===== src/rtl/tagged_event_queue_if.sv =====
// Bus bundle for tagged_event_queue.
//   master: the side that produces events and pops them (stream registers / LLC)
//   slave : the queue itself
// Signals:
//   en, in_data, in_new, pop                    -> into the queue
//   out_valid, out_data, out_new, out_tag       <- head event
//   q_push_valid, q_pop_valid                   <- per-edge accept strobes
//   full, overflow                              <- registered status
//   level                                       <- occupancy, only with TEQ_LEVEL_EN
interface tagged_event_queue_if #(
  parameter int N_IN   = 2,
  parameter int DATA_W = 64,
  parameter int DEPTH  = 8,
  parameter int TAG_W  = 8
);
  logic                     en;
  logic [N_IN*DATA_W-1:0]   in_data;
  logic [N_IN-1:0]          in_new;
  logic                     pop;
  logic                     out_valid;
  logic [N_IN*DATA_W-1:0]   out_data;
  logic [N_IN-1:0]          out_new;
  logic [TAG_W-1:0]         out_tag;
  logic                     q_push_valid;
  logic                     q_pop_valid;
  logic                     full;
  logic                     overflow;
`ifdef TEQ_LEVEL_EN
  logic [$clog2(DEPTH):0]   level;
`endif

  modport master (
    output en, in_data, in_new, pop,
    input  out_valid, out_data, out_new, out_tag,
    input  q_push_valid, q_pop_valid, full, overflow
`ifdef TEQ_LEVEL_EN
    , input level
`endif
  );

  modport slave (
    input  en, in_data, in_new, pop,
    output out_valid, out_data, out_new, out_tag,
    output q_push_valid, q_pop_valid, full, overflow
`ifdef TEQ_LEVEL_EN
    , output level
`endif
  );
endinterface


===== src/rtl/tagged_event_queue.sv =====
// tagged_event_queue: circular event buffer between the input-stream registers
// and the low-level controller. Every enabled cycle with any in_new bit set is
// packed into one event {in_data, in_new, tag}; the LLC pops in order
// (first-word-fall-through). A push that finds the queue full with no pop is
// dropped and sets the sticky overflow flag.
// Ports:
//   clk  - rising-edge clock
//   rst  - asynchronous active-low reset; release is synchronised internally
//   bus  - tagged_event_queue_if.slave (see interface file for signal list)
// Optional feature macro: TEQ_LEVEL_EN adds the registered occupancy output
// bus.level. Without it the level register is not built.
module tagged_event_queue #(
  parameter int N_IN   = 2,
  parameter int DATA_W = 64,
  parameter int DEPTH  = 8,
  parameter int TAG_W  = 8
) (
  input logic                 clk,
  input logic                 rst,
  tagged_event_queue_if.slave bus
);
  localparam int AW = $clog2(DEPTH);
  localparam int DW = N_IN * DATA_W;

  // Assert asynchronously, release on the first edge after rst rises, so the
  // first push can land on the second edge.
  logic rst_sync_q;
  logic rst_n;

  always_ff @(posedge clk or negedge rst) begin
    if (!rst) rst_sync_q <= 1'b0;
    else      rst_sync_q <= 1'b1;
  end
  assign rst_n = rst_sync_q;

  // Pointers carry one wrap bit above the index bits.
  logic [AW:0]      wptr_q, wptr_d;
  logic [AW:0]      rptr_q, rptr_d;
  logic [AW:0]      occ_d;
  logic [TAG_W-1:0] tag_q, tag_d;
  logic             full_q, full_d;
  logic             ovf_q, ovf_d;
  logic             empty;
  logic             push_req;
  logic             pop_acc;
  logic             push_acc;

  logic [DW-1:0]    mem_data_q [DEPTH];
  logic [N_IN-1:0]  mem_new_q  [DEPTH];
  logic [TAG_W-1:0] mem_tag_q  [DEPTH];

  always_comb begin
    empty    = (wptr_q == rptr_q);
    push_req = rst_n && bus.en && (|bus.in_new);
    pop_acc  = rst_n && bus.en && bus.pop && !empty;
    // A full queue still takes the push when the head leaves on the same edge.
    push_acc = push_req && (!full_q || pop_acc);

    wptr_d = wptr_q;
    rptr_d = rptr_q;
    tag_d  = tag_q;
    ovf_d  = ovf_q;
    if (push_acc) begin
      wptr_d = wptr_q + {{AW{1'b0}}, 1'b1};
      tag_d  = tag_q + {{(TAG_W-1){1'b0}}, 1'b1};
    end
    if (pop_acc) begin
      rptr_d = rptr_q + {{AW{1'b0}}, 1'b1};
    end
    if (push_req && !push_acc) begin
      ovf_d = 1'b1;
    end
    occ_d  = wptr_d - rptr_d;
    full_d = (occ_d == (AW+1)'(DEPTH));
  end

  always_ff @(posedge clk or negedge rst_n) begin
    if (!rst_n) begin
      wptr_q <= '0;
      rptr_q <= '0;
      tag_q  <= '0;
      full_q <= 1'b0;
      ovf_q  <= 1'b0;
    end else begin
      wptr_q <= wptr_d;
      rptr_q <= rptr_d;
      tag_q  <= tag_d;
      full_q <= full_d;
      ovf_q  <= ovf_d;
    end
  end

  // Storage is not reset; the head read is masked while empty instead.
  always_ff @(posedge clk) begin
    if (push_acc) begin
      mem_data_q[wptr_q[AW-1:0]] <= bus.in_data;
      mem_new_q[wptr_q[AW-1:0]]  <= bus.in_new;
      mem_tag_q[wptr_q[AW-1:0]]  <= tag_q;
    end
  end

`ifdef TEQ_LEVEL_EN
  logic [AW:0] level_q;

  always_ff @(posedge clk or negedge rst_n) begin
    if (!rst_n) level_q <= '0;
    else        level_q <= occ_d;
  end
  assign bus.level = level_q;
`endif

  assign bus.out_valid    = !empty;
  assign bus.out_data     = empty ? '0 : mem_data_q[rptr_q[AW-1:0]];
  assign bus.out_new      = empty ? '0 : mem_new_q[rptr_q[AW-1:0]];
  assign bus.out_tag      = empty ? '0 : mem_tag_q[rptr_q[AW-1:0]];
  assign bus.q_push_valid = push_acc;
  assign bus.q_pop_valid  = pop_acc;
  assign bus.full         = full_q;
  assign bus.overflow     = ovf_q;
endmodule


===== src/flat_wrapper.sv =====
// flat-port wrapper written by rule: the top's interface ports become plain ports
module tagged_event_queue_flat 
#(
  parameter int N_IN   = 2,
  parameter int DATA_W = 64,
  parameter int DEPTH  = 8,
  parameter int TAG_W  = 8
)
  (clk, rst, bus_en, bus_in_data, bus_in_new, bus_pop, bus_out_valid, bus_out_data, bus_out_new, bus_out_tag, bus_q_push_valid, bus_q_pop_valid, bus_full, bus_overflow);
  tagged_event_queue_if #(.N_IN(N_IN), .DATA_W(DATA_W), .DEPTH(DEPTH), .TAG_W(TAG_W)) bus_i ();
  input logic clk;
  input logic rst;
  input wire logic [$bits(bus_i.en)-1:0] bus_en;
  input wire logic [$bits(bus_i.in_data)-1:0] bus_in_data;
  input wire logic [$bits(bus_i.in_new)-1:0] bus_in_new;
  input wire logic [$bits(bus_i.pop)-1:0] bus_pop;
  output wire logic [$bits(bus_i.out_valid)-1:0] bus_out_valid;
  output wire logic [$bits(bus_i.out_data)-1:0] bus_out_data;
  output wire logic [$bits(bus_i.out_new)-1:0] bus_out_new;
  output wire logic [$bits(bus_i.out_tag)-1:0] bus_out_tag;
  output wire logic [$bits(bus_i.q_push_valid)-1:0] bus_q_push_valid;
  output wire logic [$bits(bus_i.q_pop_valid)-1:0] bus_q_pop_valid;
  output wire logic [$bits(bus_i.full)-1:0] bus_full;
  output wire logic [$bits(bus_i.overflow)-1:0] bus_overflow;
  assign bus_i.en = bus_en;
  assign bus_i.in_data = bus_in_data;
  assign bus_i.in_new = bus_in_new;
  assign bus_i.pop = bus_pop;
  assign bus_out_valid = bus_i.out_valid;
  assign bus_out_data = bus_i.out_data;
  assign bus_out_new = bus_i.out_new;
  assign bus_out_tag = bus_i.out_tag;
  assign bus_q_push_valid = bus_i.q_push_valid;
  assign bus_q_pop_valid = bus_i.q_pop_valid;
  assign bus_full = bus_i.full;
  assign bus_overflow = bus_i.overflow;
  tagged_event_queue #(.N_IN(N_IN), .DATA_W(DATA_W), .DEPTH(DEPTH), .TAG_W(TAG_W)) u_core (.clk(clk), .rst(rst), .bus(bus_i));
endmodule

===== config.mk =====
export PLATFORM = sky130hd
export DESIGN_NAME = tagged_event_queue_flat
export DESIGN_NICKNAME = d
export VERILOG_FILES = /design/src/rtl/tagged_event_queue_if.sv /design/src/rtl/tagged_event_queue.sv /design/src/flat_wrapper.sv
export SDC_FILE = /design/constraint.sdc
export NUM_CORES = 1
export LEC_CHECK = 0
export CAP_MARGIN = 20
export CORE_MARGIN = 10
export CORE_UTILIZATION = 59
export DETAILED_ROUTE_END_ITERATION = 8
export PLACE_DENSITY = 0.86
export SLEW_MARGIN = 10
export SYNTH_ARGS = -nofsm -noshare
export SYNTH_HDL_FRONTEND = slang
export SYNTH_SLANG_ARGS = --single-unit

===== constraint.sdc =====
create_clock -name clk -period 2.7 [get_ports clk]
set_input_delay 0.405 -clock clk [delete_from_list [all_inputs] [get_ports clk]]
set_output_delay 0.405 -clock clk [all_outputs]
set_load 0.05 [all_outputs]

==> metrics, run 1 <==
Max Freq=312 MHz; synthesized flop and latch total=1,123; RR Endpoint=u_core.bus.full; Slew HR=63.9%; CP max FO=3; Vias/cell=6.78; CP delay by family, top=simple AND/OR/NAND/NOR gates; crit path time final=3.20 ns; Initial Util=59.7%; warnings from Yosys=0; R2R depth=13; first-pass GRT wire length=~170,000 um; vias=23,200; top cell type's share of synthesized area=77.5%; # DRC=0; initial drt markers=2,686; antenna-violating nets left=0; Critical Path, Cell by Cell=xor2_4, o41ai_4, buf_4, inv_4, nand2_2, xnor2_2, inv_2, ha_4, nand3b_1, and3b_2, o211a_1, or3b_1, mux2i_1; Final #Nets=approximately 2,500; Post-Syn Area=about 0.043 mm^2; Crit path largest cell delay=0.53 ns; met3 usage=under 10%; Die ar.=0.0836 mm^2; RSZ-0062 raised after global routing=true; skew final=about 0.03 ns; outcome=finished, violations left; Critical path buffers and inverters=3; max capacitance violation total=0; grt met1 use=a little under two fifths; Area contributors post-synth=edfxtp_1 (78%), mux4_2 (15%), mux2i_1 (3.3%); violated checks=setup timing; worst path required time=about 3.3 ns; Core Box Area=0.0716 mm^2; Post-Place Cells=3,124; worst hold slack=0.254 ns; Port Buffer Count=276; Final Setup Violations=141; GRT Total Usage=29.0%; area grow syn2layout=28.4%; Post-Synthesis Cells=roughly 1,800; DR pass1 iterations=5; root buf cell=clkbuf_16; CP arrival=~3.8 ns; sequential cell area fraction in the yosys report=78.6%; Syn Area/Cell=23.1 um^2; reg2reg setup slack=-0.50 ns; share of cells above drive strength 1=38.5%; period utilization=119%; kind of critical path=register to register; largest net degree at the start of global routing=39; Total Wirelength=124,000 um; commonest register cell after synthesis=edfxtp_1; WL/cell=36.2 um; Synth Net Count=between 1,500 and 2,000; Die Ht=289 um; initial antenna violation count=17; Leak=18.2 nW; M2 GR Usage=49.5%; Die Wd=289 um; vias in the first global route=23,600; deepest clock path buffer count=3; CTS clk-pin slew, worst paths=0.06 ns; Rows=98; most used routing layer=met2; clk_lat worst skew=about 0.67 ns; Slowest-stage cell, CP=dfrtp_4; Pwr Density=about 1300 mW/mm^2; EDFF count, synth=1,104; reg-to-reg critical path startpoint=u_core.rptr_q[0]; worst-margin pin slew=0.541 ns; gr ovfl total=0; Hold Path Class=register to async pin; CTS tree=yes; CTS Buf Count=108; setup TNS=-51.77 ns; I/O pin total=around 280; Pins Over Slew Limit=0; CP startpoint kind=register; Fin. Hold Viols=0; Post-DP HPWL=57,900 um; final worst slack=-0.505 ns; ys async rst share=about 1.7%; final std cells w/o fill=roughly 3,400; Crit. End Element=register; Unique masters post-synth=43; count leader, synth=edfxtp_1; largest area contributor in the netlist=edfxtp_1; commonest cells in the synthesized netlist=edfxtp_1 (1,104), mux4_2 (276), mux2i_1 (139); gpl congestion=0.779; Clock Sinks=1,123; H-tree Lvls=3; Peak VDD IR=0.00164 V
stage by stage:
stage / util [%] / instance area [um^2] / worst slack [ns] / power [mW]
2_1_floorplan: - / 42900 / -3.67 / 37.8
3_3_place_gp: 67.2 / 48200 / -0.397 / 45.4
3_5_place_dp: 67.2 / 48200 / -0.615 / 45.9
4_1_cts: 75.7 / 54200 / -0.443 / 67.2
5_1_grt: 76.6 / 54900 / -0.572 / 70.9
6_report: 76.7 / 54900 / -0.505 / 69.3
where the power goes:
group          internal (mW)  switching (mW)  leakage [nW]
Combinational           13.9            19.2          6.23
Sequential              20.3           0.534          10.2
Clock                   8.78            6.62          1.73
Total                   43.0            26.3          18.2
state kept, by name, indices dropped and copies added, names as in the netlist:
signal,count
u_core.mem_data_q,1024
u_core.bus.overflow,1
u_core.rptr_q,4
u_core.tag_q,8
u_core.mem_tag_q,64
u_core.bus.full,1
u_core.mem_new_q,16
u_core.rst_n,1
u_core.wptr_q,4
logic make-up after synthesis:
kind of cell,share of synthesized area [%]
DFF,78.6
muxes,17.8
and+or+nand+nor,1.69
buffers and inverters,1.03
xor gates and xnor gates,0.386
AOI/OAI and AO/OA,0.219
adders and majority gates,0.176
other,0.00877
worst register-to-register path: cells and delay by family, from the launching register on:
family | cells | cell delay, ns
AO/OA/AOI/OAI | 2 | 0.68
XOR/XNOR | 2 | 0.33
adder cells (fa/ha/maj) | 1 | 0.28
buffers and inverters | 3 | 0.34
flip-flops | 1 | 0.53
multiplexers | 1 | 0.14
AND/OR/NAND/NOR | 4 | 0.82
layout by cell type, fill, tap and decap left out, types with 37 or more instances in the layout:
master           netlist  layout
buf_6                  2     132
mux4_2               276     276
mux2i_2                0      37
mux2i_1              139      78
buf_12                 0      94
clkdlybuf4s50_1        0     135
clkbuf_16              0     119
nor2_1               138      89
buf_4                  1      86
buf_16                 0      40
nor2_2                 0      45
edfxtp_1            1104    1104
layout make-up:
| class | instances | area, um^2 |
|---|---|---|
| antenna | 19 | 47.5 |
| clock buffer | 127 | 2820 |
| tap | 950 | 1190 |
| multi-input combinational | 623 | 9500 |
| clock inverter | 72 | 709 |
| sequential | 1123 | 33600 |
| fill | 3343 | 16700 |
| inverter | 5 | 23.8 |
| timing repair buffer | 510 | 6970 |
layer usage:
metal  part of all wire [%]  wire, um
met5                  0.027        34
met4                    4.0      5030
met3                    9.1     11300
met2                     53     65800
met1                     34     42000
worst max-delay path by stage:
stage | cells after the start | end | slack [ns] | from
floorplan | 5 | u_core.mem_data_q[2][0] | -3.67 | u_core.rst_n
global placement | 10 | u_core.bus.full | -0.40 | bus_in_new[1]
detailed placement | 11 | u_core.bus.full | -0.62 | bus_in_new[1]
CTS | 8 | bus_out_data[81] | -0.44 | u_core.rptr_q[0]
global route | 13 | u_core.bus.full | -0.57 | u_core.rptr_q[0]
finish | 13 | u_core.bus.full | -0.50 | u_core.rptr_q[0]
repair_timing:
| action | 4_1_cts | 5_1_grt |
|---|---|---|
| cloned | 42 | 9 |
| endpoints found under the hold margin | 1 | 0 |
| pin swaps | 8 | 13 |
| hold buffers | 1 | 0 |
| buffers inserted | 33 | 15 |
| endpoints found under the setup margin | 141 | 330 |
| gates resized for setup | 270 | 129 |
Note: power is estimated with default switching activity, not from simulation.
==> run 2, diff against run 1 <==
--- a/config.mk
+++ b/config.mk
@@ -8,6 +8,7 @@
 export CAP_MARGIN = 20
 export CORE_MARGIN = 10
 export CORE_UTILIZATION = 59
+export CTS_CLUSTER_SIZE = 25
 export DETAILED_ROUTE_END_ITERATION = 8
 export PLACE_DENSITY = 0.86
 export SLEW_MARGIN = 10
==> constraint.sdc (replaced) <==
create_clock -name clk -period 3.3 [get_ports clk]
set_input_delay 0.495 -clock clk [delete_from_list [all_inputs] [get_ports clk]]
set_output_delay 0.495 -clock clk [all_outputs]
set_load 0.05 [all_outputs]
==> metrics, run 2 (synthesized netlist as in run 1, its figures left out) <==
H-tree Lvls=3; gr ovfl total=0; Final #Nets=~2,400; Hold Path Class=register to async pin; largest net degree at the start of global routing=137; Slowest-stage cell, CP=mux4_2; Peak VDD IR=0.00128 V; kind of critical path=register to output pin; Total Wirelength=107,000 um; period utilization=99.1%; clk_lat worst skew=0.65 ns; Max Freq=306 MHz; initial drt markers=~2,500; reg-to-reg critical path startpoint=u_core.rptr_q[1]; CTS Buf Count=106; Crit. End Element=output pin; skew final=0.0204 ns; Pins Over Slew Limit=0; crit path time final=between 3 and 4 ns; CTS clk-pin slew, worst paths=0.06 ns; Crit path largest cell delay=around 0.54 ns; CP startpoint kind=register; Worst Setup SP=u_core.rptr_q[0]; CP max FO=18; DR pass1 iterations=7; Rows=98; Design Area, Final=0.0517 mm^2; initial antenna violation count=11; # DRC=0; gpl congestion=0.792; Die Wd=289 um; root buf cell=clkbuf_16; vias=between 20,000 and 25,000; Slew HR=62.2%; area grow syn2layout=20.9%; Core Box Area=0.0716 mm^2; deepest clock path buffer count=3; I/O pin total=roughly 280; GRT Total Usage=between 20% and 30%; total power=50.7 mW; Post-DP HPWL=54,100 um; Die Ht=slightly below 300 um; Clock Sinks=~1,100; worst path required time=roughly 2.8 ns; vias in the first global route=approximately 22,000; max FFs per register=between 1,000 and 1,500; max capacitance violation total=0; antenna-violating nets left=0; CTS tree=yes; Die ar.=approximately 0.084 mm^2; commonest non-fill, non-tap cell in the layout=edfxtp_1; Vias/cell=~6.5; Placed Area=0.0475 mm^2; Top cell by count, worst path=buf_16; Fin. Hold Viols=0; Critical Path, Cell by Cell=buf_16, buf_16, mux4_2, mux2i_1, nor2_1, buf_4; outcome=finished clean; Initial Util=59.7%; WL/cell=32.4 um; Pwr Density=981 mW/mm^2; Port Buffer Count=276; first-pass GRT wire length=153,000 um; Leak=17.0 nW; Final Setup Violations=0; share of cells above drive strength 1=30.5%; CP arrival=~2.8 ns; RSZ-0062 raised after global routing=true; worst-margin pin slew=0.567 ns; most frequent cells in the layout=edfxtp_1 (1,104), mux4_2 (276), buf_4 (165)
run 2: cell types whose count changed in the layout (fill, tap and decap cells not counted), moves of 29 or more:
cell	before	now
nor2_1	89	136
mux2i_2	37	8
buf_12	94	46
buf_6	132	17
buf_4	86	165
nor2_2	45	2
mux2i_1	78	129
run 2: area by class of cell:
cell class	count	area, um^2
clock buffer	124	2740
sequential	1123	33600
fill	3805	19900
timing repair buffer	395	4520
tap	950	1190
multi-input combinational	623	8890
clock inverter	71	664
antenna	5	12.5
inverter	5	21.3
run 2: stage by stage:
stage | hold slack (ns) | setup slack (ns) | cells | util (%) | TNS [ns]
floorplan | 0.161 | -3.07 | 1848 | - | -2286.36
global placement | 0.247 | -0.0158 | 3071 | 66.3 | -0.0158
detailed placement | 0.256 | -0.0827 | 3071 | 66.3 | -0.214
CTS | 0.269 | -0.0371 | 3281 | 71.7 | -0.150
global route | 0.286 | -0.0536 | 3296 | 72.2 | -0.377
finish | 0.257 | 0.0290 | 3296 | 72.2 | 0
run 2: path summary, 6_finish.rpt:
kind	to	slack, ns	depth (start not counted)
max	bus_out_data[23]	0.03	6
min	u_core.bus.overflow	0.26	1
max reg2reg	u_core.bus.full	0.12	13
min reg2reg	u_core.bus.overflow	0.26	1
max in group asynchronous	u_core.rst_n	2.67	2
min in group clk	u_core.bus.overflow	0.50	1
run 2: what timing repair did:
item / in CTS / in global routing
cloned: 12 / 6
endpoints found under the setup margin: 133 / 74
buffers inserted: 2 / 4
pin swaps: 0 / 1
hold endpoints to repair: 1 / 0
hold buffers: 1 / 0
gates resized for setup: 35 / 28
run 2: layer usage:
metal	up-vias	global-route usage (%)	share of wire, %
met3	185	4.54	8.0
li1	8556	-	-
met1	11500	32.4	36
met2	1262	42.5	53
met5	-	0	0.064
met4	12	7.94	2.5
run 2: power by group:
part	internal (mW)	switching, mW
clock	6.86	5.19
sequential	16.6	0.401
combinational	7.89	13.7
run 2: worst max-delay path: cells and delay by family, from the launching register on:
| family | cells | cell delay, ns |
|---|---|---|
| buf+inv | 3 | 0.67 |
| flops | 1 | 0.53 |
| mux | 2 | 0.82 |
| simple gates | 1 | 0.08 |
==> run 3, diff against run 2 <==
--- a/config.mk
+++ b/config.mk
@@ -15,3 +15,4 @@
 export SYNTH_ARGS = -nofsm -noshare
 export SYNTH_HDL_FRONTEND = slang
 export SYNTH_SLANG_ARGS = --single-unit
+export TNS_END_PERCENT = 5
==> metrics, run 3 (synthesized netlist as in run 1, its figures left out) <==
outcome=finished, violations left; violated checks=setup timing; Design Area, Final=between 0.05 and 0.06 mm^2; WL/cell=roughly 31 um; storage element area=0.0336 mm^2; Max Freq=slightly below 300 MHz; CTS clk-pin slew, worst paths=0.06 ns; Fin. Hold Viols=0; initial drt markers=2,341; H-tree Lvls=3; worst-margin pin slew=between 0.6 and 0.7 ns; crit path time final=3.35 ns; Critical Path, Cell by Cell=buf_16, buf_8, mux2i_1, nor2_1, buf_4; # DRC=0; initial antenna violation count=17; antenna-violating nets left=0; RR Endpoint=u_core.bus.full; final std cells w/o fill=3,300; gr ovfl total=0; Post-DP HPWL=53,900 um; Worst Setup SP=u_core.rptr_q[2]; Rows=98; CTS Buf Count=107; Total Wirelength=104,000 um; Crit. End Element=output pin; Leak=16.9 nW; Multi-input gate area=0.00892 mm^2; Clock Sinks=1,123; largest net degree at the start of global routing=131; deepest clock path buffer count=3; total power=50.3 mW; RSZ-0062 raised after global routing=true; Core Box Area=0.0716 mm^2; commonest non-fill, non-tap cell in the layout=edfxtp_1; period utilization=102%; I/O pin total=about 280; reg-to-reg critical path startpoint=u_core.rptr_q[1]; GRT Total Usage=24.6%; Final Setup Violations=7; skew final=0.0314 ns; vias in the first global route=22,500; first-pass GRT wire length=151,000 um; Slew HR=59.6%; clk_lat worst skew=0.67 ns; Pins Over Slew Limit=0; Placed Area=roughly 0.047 mm^2; Crit path largest cell delay=0.50 ns; CP startpoint kind=register; max FFs per register=1,024; FILL cells=3,878; Port Buffer Count=276; worst path required time=2.80 ns; Initial Util=between 50% and 60%; Post-Place Cells=3,070; kind of critical path=register to output pin; most frequent cells in the layout=edfxtp_1 (1,104), mux4_2 (276), buf_4 (146); share of cells above drive strength 1=30.9%; Hold Path Class=register to async pin; Pwr Density=977 mW/mm^2; CTS tree=yes; Die Ht=289 um; Vias/cell=6.44; gpl congestion=0.801; worst hold slack=about 0.33 ns; CP arrival=2.86 ns; Peak VDD IR=0.00113 V; Die ar.=0.0836 mm^2; reg2reg setup slack=0.08 ns; Final #Nets=about 2,400; root buf cell=clkbuf_16; CP max FO=48; Critical Path Sink=bus_out_data[111]; max capacitance violation total=0; Slowest-stage cell, CP=dfrtp_4; final worst slack=-0.0532 ns; Die Wd=between 200 and 300 um; vias=21,300; pre-CTS setup slack=0.00905 ns; area grow syn2layout=20.4%; DR pass1 iterations=5; R2R depth=13
==> run 3: cell count changes in the layout (fill, tap and decap cells not counted), sizes merged <==
cell	previous run	this run
clkbuf	130	140
bufinv	12	6
diode	5	10
bufbuf	1	5
buf	251	248
clkinv	51	48
inv	9	7
dlygate4sd2	1	0
==> run 3: final cells by class <==
class,instances,share of cell area (%)
tap,950,2.31
multi-input combinational,623,17.3
sequential,1123,65.3
timing repair buffer,391,8.49
clock inverter,60,0.914
antenna,10,0.0486
inverter,5,0.0413
clock buffer,138,5.55
==> run 3: worst max-delay path, delay by kind of cell (launching register included) <==
kind	cells	cell delay [ns]
buf+inv	3	1.04
flops	1	0.50
mux	1	0.14
simple gates	1	0.35
==> run 3: timing repair <==
item                                    4_1_cts  5_1_grt
gates resized for setup                      80       23
pin swaps                                     2        1
gates cloned                                 10        2
setup buffers                                 4        6
endpoints found under the setup margin      130      111
hold buffers                                  1        0
endpoints found under the hold margin         1        0
==> run 3: per-stage QoR <==
stage / TNS [ns] / util, %
2_1_floorplan: -2278.54 / -
3_3_place_gp: 0 / 66.1
3_5_place_dp: 0 / 66.1
4_1_cts: -2.54 / 71.7
5_1_grt: -1.61 / 71.9
6_report: -0.156 / 71.9
==> run 3: worst min-delay path by stage <==
stage	from	end	cells after the start
final	u_core.rst_n	u_core.tag_q[6]	1
after CTS	u_core.rst_n	u_core.tag_q[6]	1
after global routing	u_core.rst_n	u_core.tag_q[6]	1
after detailed placement	u_core.rst_n	u_core.tag_q[2]	1
after floorplan	u_core.rst_n	u_core.bus.full	0
after global placement	u_core.rst_n	u_core.tag_q[2]	1
==> run 3: layer usage <==
| metal | up-vias | part of all wire [%] | wire (um) | track usage, % |
|---|---|---|---|---|
| li1 | 8557 | - | - | - |
| met1 | 11300 | 36 | 37200 | 31.0 |
| met4 | 16 | 2.7 | 2810 | 9.19 |
| met2 | 1206 | 53 | 55400 | 42.3 |
| met5 | - | 0.084 | 87 | 0 |
| met3 | 191 | 8.0 | 8350 | 4.80 |
==> run 3: where the power goes <==
| part | switching [mW] | internal [mW] | total (mW) |
|---|---|---|---|
| clock network | 5.12 | 6.57 | 11.7 |
| logic | 13.6 | 8.00 | 21.6 |
| registers | 0.416 | 16.6 | 17.0 |
